**config.mk**
```make
export PLATFORM = sky130hd
export DESIGN_NAME = transmit
export DESIGN_NICKNAME = d
export VERILOG_FILES = /design/src/rtl/uart_pkg.sv /design/src/rtl/transmit_fifo.sv /design/src/rtl/transmit.sv
export SDC_FILE = /design/constraint.sdc
export NUM_CORES = 1
export LEC_CHECK = 0
export CORE_MARGIN = 4
export CORE_UTILIZATION = 30
export DETAILED_ROUTE_END_ITERATION = 16
export PLACE_DENSITY = 0.55
export SETUP_SLACK_MARGIN = 0.02
export SKIP_CTS_REPAIR_TIMING = 1
export SYNTH_ARGS = -nofsm -noshare
export SYNTH_HDL_FRONTEND = slang
export SYNTH_HIERARCHICAL = 1
export SYNTH_SLANG_ARGS = --single-unit
export TNS_END_PERCENT = 10
```
**constraint.sdc**
```tcl
create_clock -name clk -period 2.19 [get_ports clk]
set_clock_uncertainty 0.2 [all_clocks]
set_input_delay 0.3285 -clock clk [delete_from_list [all_inputs] [get_ports clk]]
set_output_delay 0.3285 -clock clk [all_outputs]
set_load 0.005 [all_outputs]
```
**src/rtl/uart_pkg.sv**
```systemverilog
`default_nettype none
// ============================================================================
// Module   : uart_pkg
// Brief    : Shared UART frame definitions used by transmit and receive.
// Revision : 1.0
// ============================================================================
package uart_pkg;

    localparam int DATA_BITS = 8;

    typedef enum logic [1:0] {
        ST_IDLE  = 2'd0,
        ST_START = 2'd1,
        ST_DATA  = 2'd2,
        ST_STOP  = 2'd3
    } frame_state_t;

endpackage
`default_nettype wire

```
**src/rtl/transmit_fifo.sv**
```systemverilog
`default_nettype none
// ============================================================================
// Module   : fifo
// Brief    : Show-ahead byte buffer with wrap-around pointers and registered
//            full/empty flags.
// Revision : 1.0
// ============================================================================
module fifo #(
    parameter int WIDTH = 8,
    parameter int DEPTH = 4
) (
    input  logic             clk,
    input  logic             rst,
    input  logic             wr,
    input  logic [WIDTH-1:0] wdat,
    input  logic             rd,
    output logic [WIDTH-1:0] rdat,
    output logic             full,
    output logic             empty
);

    localparam int AW = $clog2(DEPTH);

    logic [WIDTH-1:0] mem_q [DEPTH];
    logic [AW:0]      wptr_q;
    logic [AW:0]      wptr_d;
    logic [AW:0]      rptr_q;
    logic [AW:0]      rptr_d;
    logic             full_q;
    logic             empty_q;
    logic             w_wr;
    logic             w_rd;

    assign w_wr   = wr & ~full_q;
    assign w_rd   = rd & ~empty_q;
    assign wptr_d = wptr_q + {{AW{1'b0}}, w_wr};
    assign rptr_d = rptr_q + {{AW{1'b0}}, w_rd};

    always_ff @(posedge clk) begin
        if (w_wr) begin
            mem_q[wptr_q[AW-1:0]] <= wdat;
        end
    end

    // Flags are registered from the next pointers so they never glitch.
    always_ff @(posedge clk or posedge rst) begin
        if (rst) begin
            wptr_q  <= '0;
            rptr_q  <= '0;
            full_q  <= 1'b0;
            empty_q <= 1'b1;
        end else begin
            wptr_q  <= wptr_d;
            rptr_q  <= rptr_d;
            full_q  <= (wptr_d[AW] != rptr_d[AW]) && (wptr_d[AW-1:0] == rptr_d[AW-1:0]);
            empty_q <= (wptr_d == rptr_d);
        end
    end

    assign rdat  = mem_q[rptr_q[AW-1:0]];
    assign full  = full_q;
    assign empty = empty_q;

endmodule
`default_nettype wire

```
**src/rtl/transmit.sv**
```systemverilog
`default_nettype none
// ============================================================================
// Module   : transmit
// Brief    : Buffered 8N1 UART transmitter with registered line outputs.
// Revision : 1.0
// ============================================================================
module transmit
    import uart_pkg::*;
#(
    parameter real BAUDRATE  = 96e2,
    parameter real FREQUENCY = 12e6,
    parameter int  DEPTH     = 4
) (
    input  logic                 clk,
    input  logic                 rst,
    input  logic                 stb,
    input  logic [DATA_BITS-1:0] dat,
    output logic                 rdy,
    output logic                 txd,
    output logic                 bsy
);

    localparam int             CYCLES    = $rtoi(FREQUENCY / BAUDRATE);
    localparam int             CW        = (CYCLES > 1) ? $clog2(CYCLES) : 1;
    localparam logic [CW-1:0]  BAUD_LAST = CW'(CYCLES - 1);
    localparam logic [2:0]     BIT_LAST  = 3'(DATA_BITS - 1);

    frame_state_t         state_q;
    frame_state_t         state_d;
    logic [DATA_BITS-1:0] shreg_q;
    logic [DATA_BITS-1:0] shreg_d;
    logic [2:0]           bitcnt_q;
    logic [2:0]           bitcnt_d;
    logic [CW-1:0]        baud_q;
    logic [CW-1:0]        baud_d;
    logic                 txd_q;
    logic                 txd_d;
    logic                 bsy_q;
    logic                 bsy_d;
    logic                 live_q;

    logic                 w_wr;
    logic                 w_pop;
    logic                 w_full;
    logic                 w_empty;
    logic                 w_baud_end;
    logic [DATA_BITS-1:0] w_rdat;

    fifo #(
        .WIDTH (DATA_BITS),
        .DEPTH (DEPTH)
    ) u_fifo (
        .clk   (clk),
        .rst   (rst),
        .wr    (w_wr),
        .wdat  (dat),
        .rd    (w_pop),
        .rdat  (w_rdat),
        .full  (w_full),
        .empty (w_empty)
    );

    // live_q holds rdy low through reset and releases it on the first edge after.
    assign rdy        = live_q & ~w_full;
    assign w_wr       = stb & rdy;
    assign w_baud_end = (baud_q == BAUD_LAST);

    always_comb begin
        state_d  = state_q;
        shreg_d  = shreg_q;
        bitcnt_d = bitcnt_q;
        baud_d   = baud_q;
        txd_d    = txd_q;
        w_pop    = 1'b0;
        case (state_q)
            ST_IDLE: begin
                txd_d = 1'b1;
                if (!w_empty) begin
                    w_pop   = 1'b1;
                    shreg_d = w_rdat;
                    txd_d   = 1'b0;
                    baud_d  = '0;
                    state_d = ST_START;
                end
            end
            ST_START: begin
                if (w_baud_end) begin
                    baud_d   = '0;
                    txd_d    = shreg_q[0];
                    shreg_d  = {1'b0, shreg_q[DATA_BITS-1:1]};
                    bitcnt_d = '0;
                    state_d  = ST_DATA;
                end else begin
                    baud_d = baud_q + CW'(1);
                end
            end
            ST_DATA: begin
                if (w_baud_end) begin
                    baud_d = '0;
                    if (bitcnt_q == BIT_LAST) begin
                        txd_d   = 1'b1;
                        state_d = ST_STOP;
                    end else begin
                        txd_d    = shreg_q[0];
                        shreg_d  = {1'b0, shreg_q[DATA_BITS-1:1]};
                        bitcnt_d = bitcnt_q + 3'd1;
                    end
                end else begin
                    baud_d = baud_q + CW'(1);
                end
            end
            ST_STOP: begin
                if (w_baud_end) begin
                    baud_d = '0;
                    // Chain straight into the next start bit when data is waiting.
                    if (!w_empty) begin
                        w_pop   = 1'b1;
                        shreg_d = w_rdat;
                        txd_d   = 1'b0;
                        state_d = ST_START;
                    end else begin
                        state_d = ST_IDLE;
                    end
                end else begin
                    baud_d = baud_q + CW'(1);
                end
            end
            default: begin
                state_d = ST_IDLE;
            end
        endcase
    end

    // A write this edge makes the buffer non-empty; a pop only happens when leaving IDLE/STOP for START.
    assign bsy_d = (state_d != ST_IDLE) | ~w_empty | w_wr;

    always_ff @(posedge clk or posedge rst) begin
        if (rst) begin
            state_q  <= ST_IDLE;
            shreg_q  <= '0;
            bitcnt_q <= '0;
            baud_q   <= '0;
            txd_q    <= 1'b1;
            bsy_q    <= 1'b0;
            live_q   <= 1'b0;
        end else begin
            state_q  <= state_d;
            shreg_q  <= shreg_d;
            bitcnt_q <= bitcnt_d;
            baud_q   <= baud_d;
            txd_q    <= txd_d;
            bsy_q    <= bsy_d;
            live_q   <= 1'b1;
        end
    end

    assign txd = txd_q;
    assign bsy = bsy_q;

endmodule
`default_nettype wire
```
; ---- Word level (Yosys, flattened, before mapping)
; Memories as Yosys holds them, arrays and structs flattened.
; Cells that the tools add are included.
[totals]
word_cells = 78
rom_bits = 0
ramBits = 32
inputBits = 11
register_bits = 35
latch_bits = 0
n_memories = 1
[mem_list]
columns = name, words, word_bits, rd, rd_clocked_by_memory_dff, write_ports, line_no
row1 = u_fifo.mem_q, 4, 8, 1, 0, 1, transmit_fifo.sv:24  ; logic [WIDTH-1:0] mem_q [DEPTH];
[op_classes]
mul = 0
shifts = 0
eq_ne = 14
div_mod_pow = 0
n_mux = 32
bitwise = 8
n_reduce_logical = 8
n_addsub = 4
order_cmp = 0
[op_table]
columns = cell, n
row1 = $mux W8, 5
row2 = $pmux W8 S4, 1
row3 = $mux W11, 2
row4 = $pmux W11 S2, 1
row5 = $ne A2 B2 Y1 const B, 6
row6 = $reduce_and A4 Y1, 3
row7 = $add A11 B1 Y11 const B, 1
row8 = $eq A11 B11 Y1 const B, 1
row9 = $mux W1, 11
row10 = $mux W2, 5
row11 = $mux W3, 3
row12 = $pmux W2 S4, 1
row13 = $add A3 B1 Y3, 2
row14 = $pmux W3 S2, 1
row15 = $and A1 B1 Y1, 4
row16 = $eq A2 B2 Y1 const B, 2
row17 = $pmux W1 S4, 1
row18 = $reduce_bool A2 Y1, 2
row19 = $add A3 B1 Y3 const B, 1
row20 = $eq A3 B3 Y1, 1
row21 = $eq A3 B3 Y1 const B, 1
row22 = $reduce_or A3 Y1, 1
row23 = $eq A2 B1 Y1 const B, 1
row24 = $eq A2 B2 Y1, 1
row25 = other kinds (6), 8

; ---- Depth between registers and ports, before layout
[logic_depth]
ltp_word = 7
mapped_depth = 11
ltp_nobuf = 11

; ---- Modules after synthesis
; The synthesis kept the hierarchy.
[modules_own_cells]
columns = mod, n_inst, cells_each, area_each_um2
row1 = transmit, 1, 157, 1659.1
row2 = fifo, 1, 71, 1546.5

; ---- Worst setup path before layout
; Ideal clock, no wire load.
[synth_timing]
path_type = register to register
start = reg state_q[0]
end = reg u_fifo.empty_q, in the netlist u_fifo/empty
slack_ps = -196
setup_ps = 77
stages_incl_launch_ff = 11
period_less_slack_ps = 2386
t_arrival_ps = 2109
required_ps = 1913
n_path_buf = 1
path_cell_list = dfrtp_1 > inv_1 > ha_1 > clkbuf_1 > nor3_1 > nor2b_1 > ha_1 > ha_1 > xor2_1 > xor2_1 > and2b_1
[synth_via]
elab_chain_cells = 5
word_cells_on_any_way = 6
classes_between = add/sub (1) / eq/ne (2) / mux (1) / bitwise (1) / reduce/logical (1)
[synth_rtl]
columns = element, line_no
row1 = "start, declared", transmit.sv:28  ; frame_state_t state_q;
row2 = "start signal, assigned", transmit.sv:147  ; state_q <= state_d;
row3 = $eq A2 B2 Y1 or $logic_not A2 Y1 (tied branches), transmit.sv:75  ; case (state_q)
row4 = $pmux W1 S2 *, transmit.sv:75
row5 = via w_pop, transmit.sv:43  ; logic w_pop;
row6 = $and A1 B1 Y1 *, transmit_fifo.sv:35  ; assign w_rd = rd & ~empty_q;
row7 = $add A3 B1 Y3 *, transmit_fifo.sv:37  ; assign rptr_d = rptr_q + {{AW{1'b0}}, w_rd};
row8 = via u_fifo.rptr_d[2], transmit_fifo.sv:28  ; logic [AW:0] rptr_d;
row9 = $eq A3 B3 Y1 *, transmit_fifo.sv:56  ; empty_q <= (wptr_d == rptr_d);
row10 = "end signal, assigned", transmit_fifo.sv:56
row11 = "end, declared", transmit_fifo.sv:30  ; logic empty_q;
; The timed path passes the listed nets; every way through them passes the cells marked *.
; A chain may end at the register's enable or synchronous reset.

; ---- Worst setup path in the final report
[layout_timing]
start = reg baud_q[1]
end = reg u_fifo.empty_q, in the netlist u_fifo/empty
[layout_via]
elab_chain_cells = 6
[layout_rtl]
columns = element, line_no
row1 = "start, declared", transmit.sv:34  ; logic [CW-1:0] baud_q;
row2 = "start signal, assigned", transmit.sv:150  ; baud_q <= baud_d;
row3 = $eq A11 B11 Y1, transmit.sv:66  ; assign w_baud_end = (baud_q == BAUD_LAST);
row4 = $mux W1, transmit.sv:113  ; if (w_baud_end) begin
row5 = $pmux W1 S2, transmit.sv:75
row6 = via w_pop, transmit.sv:43
row7 = $and A1 B1 Y1, transmit_fifo.sv:35
row8 = $add A3 B1 Y3, transmit_fifo.sv:37
row9 = via u_fifo.rptr_d[2], transmit_fifo.sv:28
row10 = $eq A3 B3 Y1, transmit_fifo.sv:56
; The timed path passes the listed nets, and every way through them passes these cells.

==> results.toml <==
[grt]
antenna_found_initial = 0
grt_pass1_vias = 2071
grtUsageTotal_pct = 10.03
grt_max_degree = 27
grt_pass1_wl_um = 9929
grt_overflow = 0

[route]
avgViaCountPerCell = 4.768
drtIter0Drc = 109
routed_wl_um = 5951
wl_per_cell_um = 13.97
antenna_left = 0
first_pass_iters = 4
vias = 2031
drc = 0

[critical_path]
cp-end-kind = "flip-flop"
crit_fanout = 2
crit_path_start = "baud_q[1]"
critical_path_class = "flip-flop to flip-flop"
reg2reg_setup_slack_ps = -180
reg2regPathDepth = 11
critPathArrivalTime_ps = 2460
reg2reg_from = "baud_q[1]"
startpoint_type = "flip-flop"
r2r-end = "u_fifo/empty"
cp.required_ps = 2280

[clock_tree]
cts_tree = "yes"
clock-sinks = 67
htree_levels = 3
worstSkewPairLatency_ps = 350
numCtsBuffers = 9
cts-root-buf = "clkbuf_8"
clkSlewWorstSetupHoldPaths_ps = 90
clock_path_buffers = 2

[cells_and_area]
final_cells = 426
drive_above_1_share_pct = 31.72
area_growth_syn_to_layout_pct = 27.56
fin_util_pct = 39.43
nNetsFinal = 309
n_antenna_cell = 0
stdcell_area_um2 = 4089

[outcome]
violations = "setup timing"
outcome = "finished with violations"

[placement]
hpwl_um = 4215
port_buffers = 13
place_congestion = 0.8213
dp_cells = 405
place_area_um2 = 3777

[yosys]
syn_nets = 252
ys_types = 54
async_flop_share_pct = 52.24
syn_avg_cell_area_um2 = 14.06
synth_seq_cells = 67
synth_edf_count = 32
synth_area_um2 = 3206
yosysSeqAreaShare_pct = 57.38
ys.flop_type = "dfrtp_1"
ys_warn_count = 6
syn_inst = 228

[floorplan]
die_width_um = 111.4
dieArea_um2 = 12400
initial_utilization_pct = 30.91
io_pins = 14
rows = 37
die_h_um = 111.4
core_area_um2 = 10370

[min_path]
min_path_type = "flip-flop to flip-flop"
min_to = "shreg_q[2]"
min_from = "shreg_q[2]"
min_delay_path_depth = 1

[sta]
period_needed_ps = 2369
max_freq_ghz = 0.4220
hold_violations = 0
tns_ps = -329.5
setup_viol = 2
drv_slew = 0
post-route-period-util_pct = 108.2
setup_ws_ps = -179.5
rsz0062_at_grt = "true"

[power_and_ir_drop]
max-vdd-ir-drop_uv = 637.3
p_leak_nw = 1.652
p_per_area_nw_per_um2 = 1113

[run]
maxCapViolations = 0
[area by class of cell]
class	instances	area, um2
fill	993	6281
sequential	67	1841
multi-input combinational	145	1363
timing repair buffer	53	474.2
tap	136	170.2
clock buffer	9	123.9
clock inverter	7	83.83
inverter	9	33.78
[cells by family (layout without fill, tap and decap cells)]
group                    Yosys count  count (layout)  synth area share (%)
XOR/XNOR                           6               6                 1.640
flip-flops                        67              67                 57.38
multiplexers                      25              25                 12.53
other                              1               1                0.1170
adder cells (fa/ha/maj)           13              13                 5.074
AO/OA/AOI/OAI                     43              43                 9.719
buffers and inverters             16              78                 2.264
AND/OR/NAND/NOR                   57              57                 11.28
[metal layers]
layer  up-vias  share of wire, %  wire length [um]  track usage [%]
li1        999                 -                 -                -
met1       988                46              2764            12.27
met2        34                49              2932            16.61
met3        10               2.6               153            2.935
met4         0               1.7               101            4.217
met5         -                 0                 0                0
[placed cells by master, fill, tap and decap left out, drive strengths merged, types with 3 or more instances in the layout]
master and n:
a22o 6, a31oi 9, nor3 3, xnor2 3, clkdlybuf4s50 13, xor2 3
nand2 15, edfxtp 32, o22ai 3, inv 13, a21o 3, mux4 8
dfrtp 33, ha 13, o21ai 6, buf 39, nor2b 4, nor2 9
clkbuf 9, a21oi 5, mux2 17, nand3 6
[cells in the mapped netlist, drive strengths merged (3+ instances only)]
library cell / instances / area share (%)
a21o: 3 / 0.70
a21oi: 5 / 1.1
a22o: 6 / 1.6
a31oi: 9 / 1.8
buf: 3 / 0.74
clkbuf: 4 / 0.47
dfrtp: 33 / 26
edfxtp: 32 / 30
ha: 13 / 5.1
inv: 9 / 1.1
mux2: 17 / 6.0
mux4: 8 / 6.6
nand2: 15 / 1.8
nand3: 6 / 1.3
nor2: 9 / 1.1
nor2b: 4 / 0.78
nor3: 3 / 0.47
o21ai: 6 / 0.94
o22ai: 3 / 0.59
xnor2: 3 / 0.82
xor2: 3 / 0.82
[through the flow]
stage / hold WS, ps / worst slack [ps] / power (mW)
final: 315.2 / -179.5 / 4.550
after floorplan: -56.56 / -136.9 / 2.821
after global routing: 331.2 / -320.3 / 4.853
after CTS: -63.54 / -310.7 / 4.465
after detailed placement: 281.9 / -284.2 / 3.365
after global placement: 266.2 / -172.1 / 3.347
[worst max-delay path: stages (launching register included)]
cell	delay, ps
dfrtp_1	400
inv_2	80
ha_4	120
and4bb_2	240
a41oi_2	90
nor3_1	160
nor2b_2	170
ha_2	200
ha_4	150
xor2_4	160
xor2_1	200
and2b_1	140
[sequential cells by signal, summed over array words and instances (netlist names), 2 cells and up]
name	flops
u_fifo/mem_q	32
baud_q	11
shreg_q	8
bitcnt_q	3
u_fifo/rptr_q	3
u_fifo/wptr_q	3
state_q	2
[worst max path at each step]
stage | to | slack, ps | cells after the start
3_5_place_dp | u_fifo/empty | -280 | 11
3_3_place_gp | u_fifo/empty | -170 | 11
4_1_cts | u_fifo/empty | -310 | 11
5_1_grt | u_fifo/empty | -320 | 11
6_report | u_fifo/empty | -180 | 11
2_1_floorplan | u_fifo/empty | -140 | 11
[where the power goes]
part	total (mW)	internal [mW]	switching (mW)
combinational	1.66	0.972	0.691
clock	1.08	0.548	0.535
sequential	1.80	1.59	0.213
total	4.55	3.11	1.44
Note: power is estimated with default switching activity, not from simulation.
